<file path="config.mk">
export PLATFORM = sky130hd
export DESIGN_NAME = gat_feat_readback
export DESIGN_NICKNAME = d
export VERILOG_FILES = /design/src/rtl/gat_feat_readback.sv
export SDC_FILE = /design/constraint.sdc
export NUM_CORES = 1
export LEC_CHECK = 0
export CAP_MARGIN = 25
export CORE_MARGIN = 2
export CORE_UTILIZATION = 35
export DETAILED_ROUTE_END_ITERATION = 10
export GPL_TIMING_DRIVEN = 0
export PLACE_DENSITY_LB_ADDON = 0.15
export REMOVE_ABC_BUFFERS = 1
export SYNTH_ARGS = -nofsm -noshare
export SYNTH_HDL_FRONTEND = slang
export SYNTH_SLANG_ARGS = --single-unit
export TNS_END_PERCENT = 5
</file>
<file path="constraint.sdc">
create_clock -name clk -period 2.5 [get_ports clk]
set_input_delay 0.5 -clock clk [delete_from_list [all_inputs] [get_ports clk]]
set_output_delay 0.5 -clock clk [all_outputs]
set_load 0.1 [all_outputs]
</file>
<file path="src/rtl/gat_feat_readback.sv">
// Drains the new-feature BRAM after gat_ready rises and streams it out as AXI-Stream.
// Reads are credit-limited so the output FIFO can never overflow under backpressure.
module gat_feat_readback #(
  parameter int NEW_FEATURE_WIDTH = 32,
  parameter int NUM_SUBGRAPHS     = 2708,
  parameter int NUM_FEATURE_OUT   = 16,
  parameter int RD_LATENCY        = 2,
  parameter int FIFO_DEPTH        = RD_LATENCY + 2,
  localparam int NEW_FEATURE_DEPTH  = NUM_SUBGRAPHS * NUM_FEATURE_OUT,
  localparam int NEW_FEATURE_ADDR_W = $clog2(NEW_FEATURE_DEPTH),
  localparam int NODE_W             = $clog2(NUM_SUBGRAPHS) + 1
) (
  input  logic                          clk,
  input  logic                          rst_n,
  input  logic                          gat_ready,
  input  logic                          rd_enable,
  output logic [NEW_FEATURE_ADDR_W+1:0] feat_bram_addrb,
  input  logic [NEW_FEATURE_WIDTH-1:0]  feat_bram_dout,
  output logic [NEW_FEATURE_WIDTH-1:0]  m_tdata,
  output logic                          m_tvalid,
  input  logic                          m_tready,
  output logic                          m_tlast,
  output logic                          m_tuser,
  output logic                          busy,
  output logic                          done_pulse,
  output logic [NODE_W-1:0]             node_cnt,
  output logic [1:0]                    dbg_state
);

  localparam int ADDR_W = NEW_FEATURE_ADDR_W;
  localparam int FEAT_W = (NUM_FEATURE_OUT > 1) ? $clog2(NUM_FEATURE_OUT) : 1;
  localparam int PTR_W  = (FIFO_DEPTH > 1) ? $clog2(FIFO_DEPTH) : 1;
  localparam int CNT_W  = $clog2(FIFO_DEPTH + 1);

  typedef enum logic [1:0] {IDLE, RUN, DRAIN, DONE} state_t;

  // Stream handshake: a word transfers on a cycle where m_tvalid and m_tready are both high;
  // once m_tvalid is raised, m_tdata/m_tlast/m_tuser hold until that transfer happens.

  state_t                  state_q, state_d;
  logic                    gat_ready_q;
  logic [ADDR_W-1:0]       word_idx_q, word_idx_d;
  logic [FEAT_W-1:0]       feat_idx_q, feat_idx_d;
  logic [ADDR_W+1:0]       last_addr_q, last_addr_d;
  logic [RD_LATENCY-1:0]   vld_q, vld_d, tlast_pipe_q, tlast_pipe_d, tuser_pipe_q, tuser_pipe_d;
  logic [CNT_W-1:0]        out_q, out_d, cnt_q, cnt_d;
  logic [PTR_W-1:0]        wr_ptr_q, wr_ptr_d, rd_ptr_q, rd_ptr_d;
  logic [NEW_FEATURE_WIDTH-1:0] data_mem_q [FIFO_DEPTH];
  logic [NEW_FEATURE_WIDTH-1:0] data_mem_d [FIFO_DEPTH];
  logic [FIFO_DEPTH-1:0]   last_mem_q, last_mem_d, user_mem_q, user_mem_d;
  logic [NODE_W-1:0]       node_cnt_q, node_cnt_d;

  logic             start_go, issue, ret, push, pop, credit_ok;
  logic [CNT_W:0]   inflight;

  function automatic logic [PTR_W-1:0] ptr_inc(input logic [PTR_W-1:0] p);
    return (p == PTR_W'(FIFO_DEPTH - 1)) ? '0 : p + PTR_W'(1);
  endfunction

  // Reads in flight plus words buffered must stay below the FIFO size before issuing.
  assign inflight  = {1'b0, out_q} + {1'b0, cnt_q};
  assign credit_ok = inflight < (CNT_W + 1)'(FIFO_DEPTH);
  assign ret       = vld_q[RD_LATENCY-1];
  assign push      = ret;
  assign pop       = m_tvalid & m_tready;

  always_comb begin
    state_d  = state_q;
    start_go = 1'b0;
    issue    = 1'b0;
    case (state_q)
      IDLE: begin
        if (gat_ready && !gat_ready_q && rd_enable) begin
          start_go = 1'b1;
          state_d  = RUN;
        end
      end
      RUN: begin
        if (credit_ok) begin
          issue = 1'b1;
          if (word_idx_q == ADDR_W'(NEW_FEATURE_DEPTH - 1)) state_d = DRAIN;
        end
      end
      DRAIN: begin
        if (out_q == '0 && cnt_q == '0) state_d = DONE;
      end
      DONE:    state_d = IDLE;
      default: state_d = IDLE;
    endcase
  end

  always_comb begin
    word_idx_d  = word_idx_q;
    feat_idx_d  = feat_idx_q;
    last_addr_d = last_addr_q;
    node_cnt_d  = node_cnt_q;
    if (start_go) begin
      word_idx_d  = '0;
      feat_idx_d  = '0;
      last_addr_d = '0;
      node_cnt_d  = '0;
    end else begin
      if (issue) begin
        word_idx_d  = word_idx_q + ADDR_W'(1);
        feat_idx_d  = (feat_idx_q == FEAT_W'(NUM_FEATURE_OUT - 1)) ? '0 : feat_idx_q + FEAT_W'(1);
        last_addr_d = {word_idx_q, 2'b00};
      end
      if (pop && m_tlast) node_cnt_d = node_cnt_q + NODE_W'(1);
    end
  end

  // Word tags travel alongside the read so they line up with the returning BRAM data.
  always_comb begin
    vld_d           = '0;
    tlast_pipe_d    = '0;
    tuser_pipe_d    = '0;
    vld_d[0]        = issue;
    tlast_pipe_d[0] = issue && (feat_idx_q == FEAT_W'(NUM_FEATURE_OUT - 1));
    tuser_pipe_d[0] = issue && (word_idx_q == ADDR_W'(NEW_FEATURE_DEPTH - 1));
    for (int i = 1; i < RD_LATENCY; i++) begin
      vld_d[i]        = vld_q[i-1];
      tlast_pipe_d[i] = tlast_pipe_q[i-1];
      tuser_pipe_d[i] = tuser_pipe_q[i-1];
    end
    out_d = out_q + CNT_W'(issue) - CNT_W'(ret);
  end

  always_comb begin
    data_mem_d = data_mem_q;
    last_mem_d = last_mem_q;
    user_mem_d = user_mem_q;
    wr_ptr_d   = wr_ptr_q;
    rd_ptr_d   = rd_ptr_q;
    if (push) begin
      data_mem_d[wr_ptr_q] = feat_bram_dout;
      last_mem_d[wr_ptr_q] = tlast_pipe_q[RD_LATENCY-1];
      user_mem_d[wr_ptr_q] = tuser_pipe_q[RD_LATENCY-1];
      wr_ptr_d             = ptr_inc(wr_ptr_q);
    end
    if (pop) rd_ptr_d = ptr_inc(rd_ptr_q);
    cnt_d = cnt_q + CNT_W'(push) - CNT_W'(pop);
  end

  always_ff @(posedge clk or negedge rst_n) begin
    if (!rst_n) begin
      state_q      <= IDLE;
      gat_ready_q  <= 1'b0;
      word_idx_q   <= '0;
      feat_idx_q   <= '0;
      last_addr_q  <= '0;
      vld_q        <= '0;
      tlast_pipe_q <= '0;
      tuser_pipe_q <= '0;
      out_q        <= '0;
      cnt_q        <= '0;
      wr_ptr_q     <= '0;
      rd_ptr_q     <= '0;
      data_mem_q   <= '{default: '0};
      last_mem_q   <= '0;
      user_mem_q   <= '0;
      node_cnt_q   <= '0;
    end else begin
      state_q      <= state_d;
      gat_ready_q  <= gat_ready;
      word_idx_q   <= word_idx_d;
      feat_idx_q   <= feat_idx_d;
      last_addr_q  <= last_addr_d;
      vld_q        <= vld_d;
      tlast_pipe_q <= tlast_pipe_d;
      tuser_pipe_q <= tuser_pipe_d;
      out_q        <= out_d;
      cnt_q        <= cnt_d;
      wr_ptr_q     <= wr_ptr_d;
      rd_ptr_q     <= rd_ptr_d;
      data_mem_q   <= data_mem_d;
      last_mem_q   <= last_mem_d;
      user_mem_q   <= user_mem_d;
      node_cnt_q   <= node_cnt_d;
    end
  end

  fifo_no_overflow: assert property (@(posedge clk) disable iff (!rst_n)
    !(push && !pop && cnt_q == CNT_W'(FIFO_DEPTH)));

  assign feat_bram_addrb = (state_q == IDLE) ? '0 : (issue ? {word_idx_q, 2'b00} : last_addr_q);
  assign m_tvalid   = (cnt_q != '0);
  assign m_tdata    = data_mem_q[rd_ptr_q];
  assign m_tlast    = last_mem_q[rd_ptr_q];
  assign m_tuser    = user_mem_q[rd_ptr_q];
  assign busy       = (state_q == RUN) || (state_q == DRAIN);
  assign done_pulse = (state_q == DONE);
  assign node_cnt   = node_cnt_q;
  assign dbg_state  = state_q;

endmodule
</file>
==> flow_metrics.py <==
metrics = {
    "logic_synthesis": {
        "synth_compound_area_share_pct": 3.38,
        "synth.area.mux_share_pct": 26.7,
        "ys_ff_latch": 206,
        "netlist_top_cells_area": "dfrtp_1, mux2_2, mux4_2",
        "ys_top_cells_by_count": "dfrtp_1, mux2_2, nor2_1",
        "synthXorXnorAreaFrac_pct": 1.41,
        "synth_area_sq_mm": 0.00930,
        "ys_types": 40,
        "yosysSeqAreaShare_pct": 55.5,
        "synth_top_family_by_area": "multiplexers",
        "synthSimpleGateAreaFrac_pct": 7.85,
        "avgSynthCellArea_sq_um": 13.8,
        "async_reset_ff_share_pct": 100,
        "synth-edff-count": 0,
        "ys.flop_type": "dfrtp_1",
        "synth.most_common_cell": "dfrtp_1",
        "synth-adder-area-share_pct": 2.85,
        "synth_top_area_share_pct": 55.5,
        "synth_area_leader_cell": "dfrtp_1",
        "synth_cells": 673,
        "yosysWarningCount": 0,
    },
    "outcome": {
        "violations": "setup timing",
        "outcome": "complete, but fails checks",
    },
    "floorplan": {
        "die_y_microns": 167,
        "dieArea_sq_mm": 0.0279,
        "die_w_microns": 167,
        "io_pins": 107,
        "coreArea_sq_mm": 0.0261,
        "placementRows": 59,
        "start_util_pct": 35.7,
    },
    "setup_path": {
        "r2r-start": "out_q[2]",
        "startpoint_type": "register",
        "arrival_ps": 2370,
        "cp_data_required_time_ps": 2000,
        "crit_type": "register to primary output",
        "reg2reg_depth": 11,
        "end_kind": "primary output",
        "reg2reg_slack_ps": 50,
        "crit_fanout": 11,
        "r2r_end": "out_q[2]",
    },
    "global_route": {
        "grt_max_degree": 107,
        "grt-ovfl-total": 0,
        "grt_pass1_wl_mm": 35.2,
        "antenna_found_initial": 0,
        "track_usage_pct": 15.7,
        "grt_pass1_vias": 6574,
    },
    "route": {
        "first_pass_iters": 5,
        "drc_errors": 0,
        "routed_wl_mm": 21.9,
        "avgRoutedWirePerCell_microns": 19.1,
        "ant_nets": 0,
        "via_per_inst": 5.23,
        "dr_total_vias": 5993,
        "drt-initial-drc-count": 292,
    },
    "clock_tree": {
        "cts.sinks": 206,
        "root_buffer": "clkbuf_16",
        "clkLatencyLatePin_ps": 510,
        "clock_path_buffers": 3,
        "clk_pin_slew_ps": 60,
        "ctsHtreeMaxLevel": 1,
        "cts_tree": "yes",
        "cts_hold_buf": 0,
        "cts-buffers-inserted": 24,
    },
    "sta": {
        "fin_skew_ps": 6.44,
        "fin_crit_ps": 2870,
        "rsz0062_at_grt": "true",
        "final_max_slew_viol_count": 0,
        "tightestPinTransition_ps": 973,
        "setup_ws_ps": -372,
        "period_share_pct": 115,
        "fmax_mhz": 348,
        "finalSetupViolCount": 52,
        "slew-limit-headroom_pct": 35.4,
        "final-hold-violation-count": 0,
    },
    "place": {
        "place_ws_ps": -2370,
        "dp_hpwl_mm": 13.3,
        "gp_congestion": 0.753,
        "io_buffers": 106,
    },
    "cells_and_area": {
        "final_layout_size_suffix_gt1_share_pct": 40.6,
        "nets": 852,
        "area_growth_pct": 30.5,
        "diodes": 0,
    },
    "job": {
        "maxCapViolCount": 0,
    },
    "hold_path": {
        "hp-class": "input pin to async pin",
    },
}
-- how the worst max path moves through the flow --
| stage | startpoint | endpoint | cells past startpoint |
|---|---|---|---|
| after floorplan | dbg_state[0] | feat_bram_addrb[10] | 5 |
| after global placement | rst_n | node_cnt[10] | 1 |
| after global routing | cnt_q[1] | feat_bram_addrb[15] | 8 |
| after CTS | rd_ptr_q[0] | m_tdata[20] | 3 |
| final | rd_ptr_q[0] | m_tdata[22] | 3 |
| after detailed placement | out_q[1] | feat_bram_addrb[16] | 7 |
-- placed cells by master, fill, tap and decap left out, drive strengths merged, types with 3 or more instances in the layout --
master	instances
o21ai	12
ha	18
inv	14
or3	10
o31ai	7
dfrtp	206
clkinv	5
mux4	34
clkdlybuf4s15	20
mux2i	16
xnor2	6
or4	7
nand4	13
xor2	9
and3	12
nand2	24
nand3	13
o31a	3
buf	59
clkbuf	36
nor2	48
dlygate4sd2	16
a21oi	23
mux2	138
clkdlybuf4s50	35
-- registers in the layout, summed over array words and instances (netlist names), 3 cells and up --
name	cells
out_q	3
last_addr_q	18
feat_idx_q	4
word_idx_q	16
node_cnt	13
user_mem_q	4
last_mem_q	4
cnt_q	3
data_mem_q	128
-- cell type report --
type,count,area (sq um)
Multi-Input combinational cell,416,4150
Sequential cell,206,5170
Tap cell,335,419
Clock inverter,7,85.1
Timing Repair inverter,1,7.51
Timing Repair Buffer,131,1540
Fill cell,2283,13900
Clock buffer,35,703
Inverter,15,60.1
-- through the flow --
stage                     cells  util (%)  area, sq um  setup TNS (ps)  hold slack, ps
after global placement     1077      40.7        10600        -1693520             333
after global routing       1146      46.6        12100          -17680            69.6
after detailed placement   1084      41.5        10800          -76560             337
after floorplan             636         -         9130          -86600             204
final                      1146      46.6        12100          -12740            15.4
after CTS                  1142      45.8        11900          -15600            51.5
-- critical path: stages, from the launching register on --
cell and delay, ps:
dfrtp_4 630, buf_16 220, mux4_2 530, clkdlybuf4s15_2 480
-- metal layers --
metal	up-vias	share of wire, %	track usage, %
met4	0	2.9	4.99
li1	2701	-	-
met3	38	4.3	2.71
met1	3105	42	20.1
met5	-	0	0
met2	149	50	27.0
-- repair_timing --
item                                    CTS  global route
pin swaps                                 3             2
resized for setup                       341            28
buffers inserted                         14             3
endpoints found under the setup margin   98            55
gates cloned                              2             1
-- cells by family after synthesis --
family          Yosys count
fa+ha+maj                20
flops                   206
mux                     188
buf+inv                  52
simple gates            140
compound gates           52
xor+xnor                 15
Power is not shown: default switching activity piles up to over one toggle a cycle in this logic, so the estimate is an artifact.
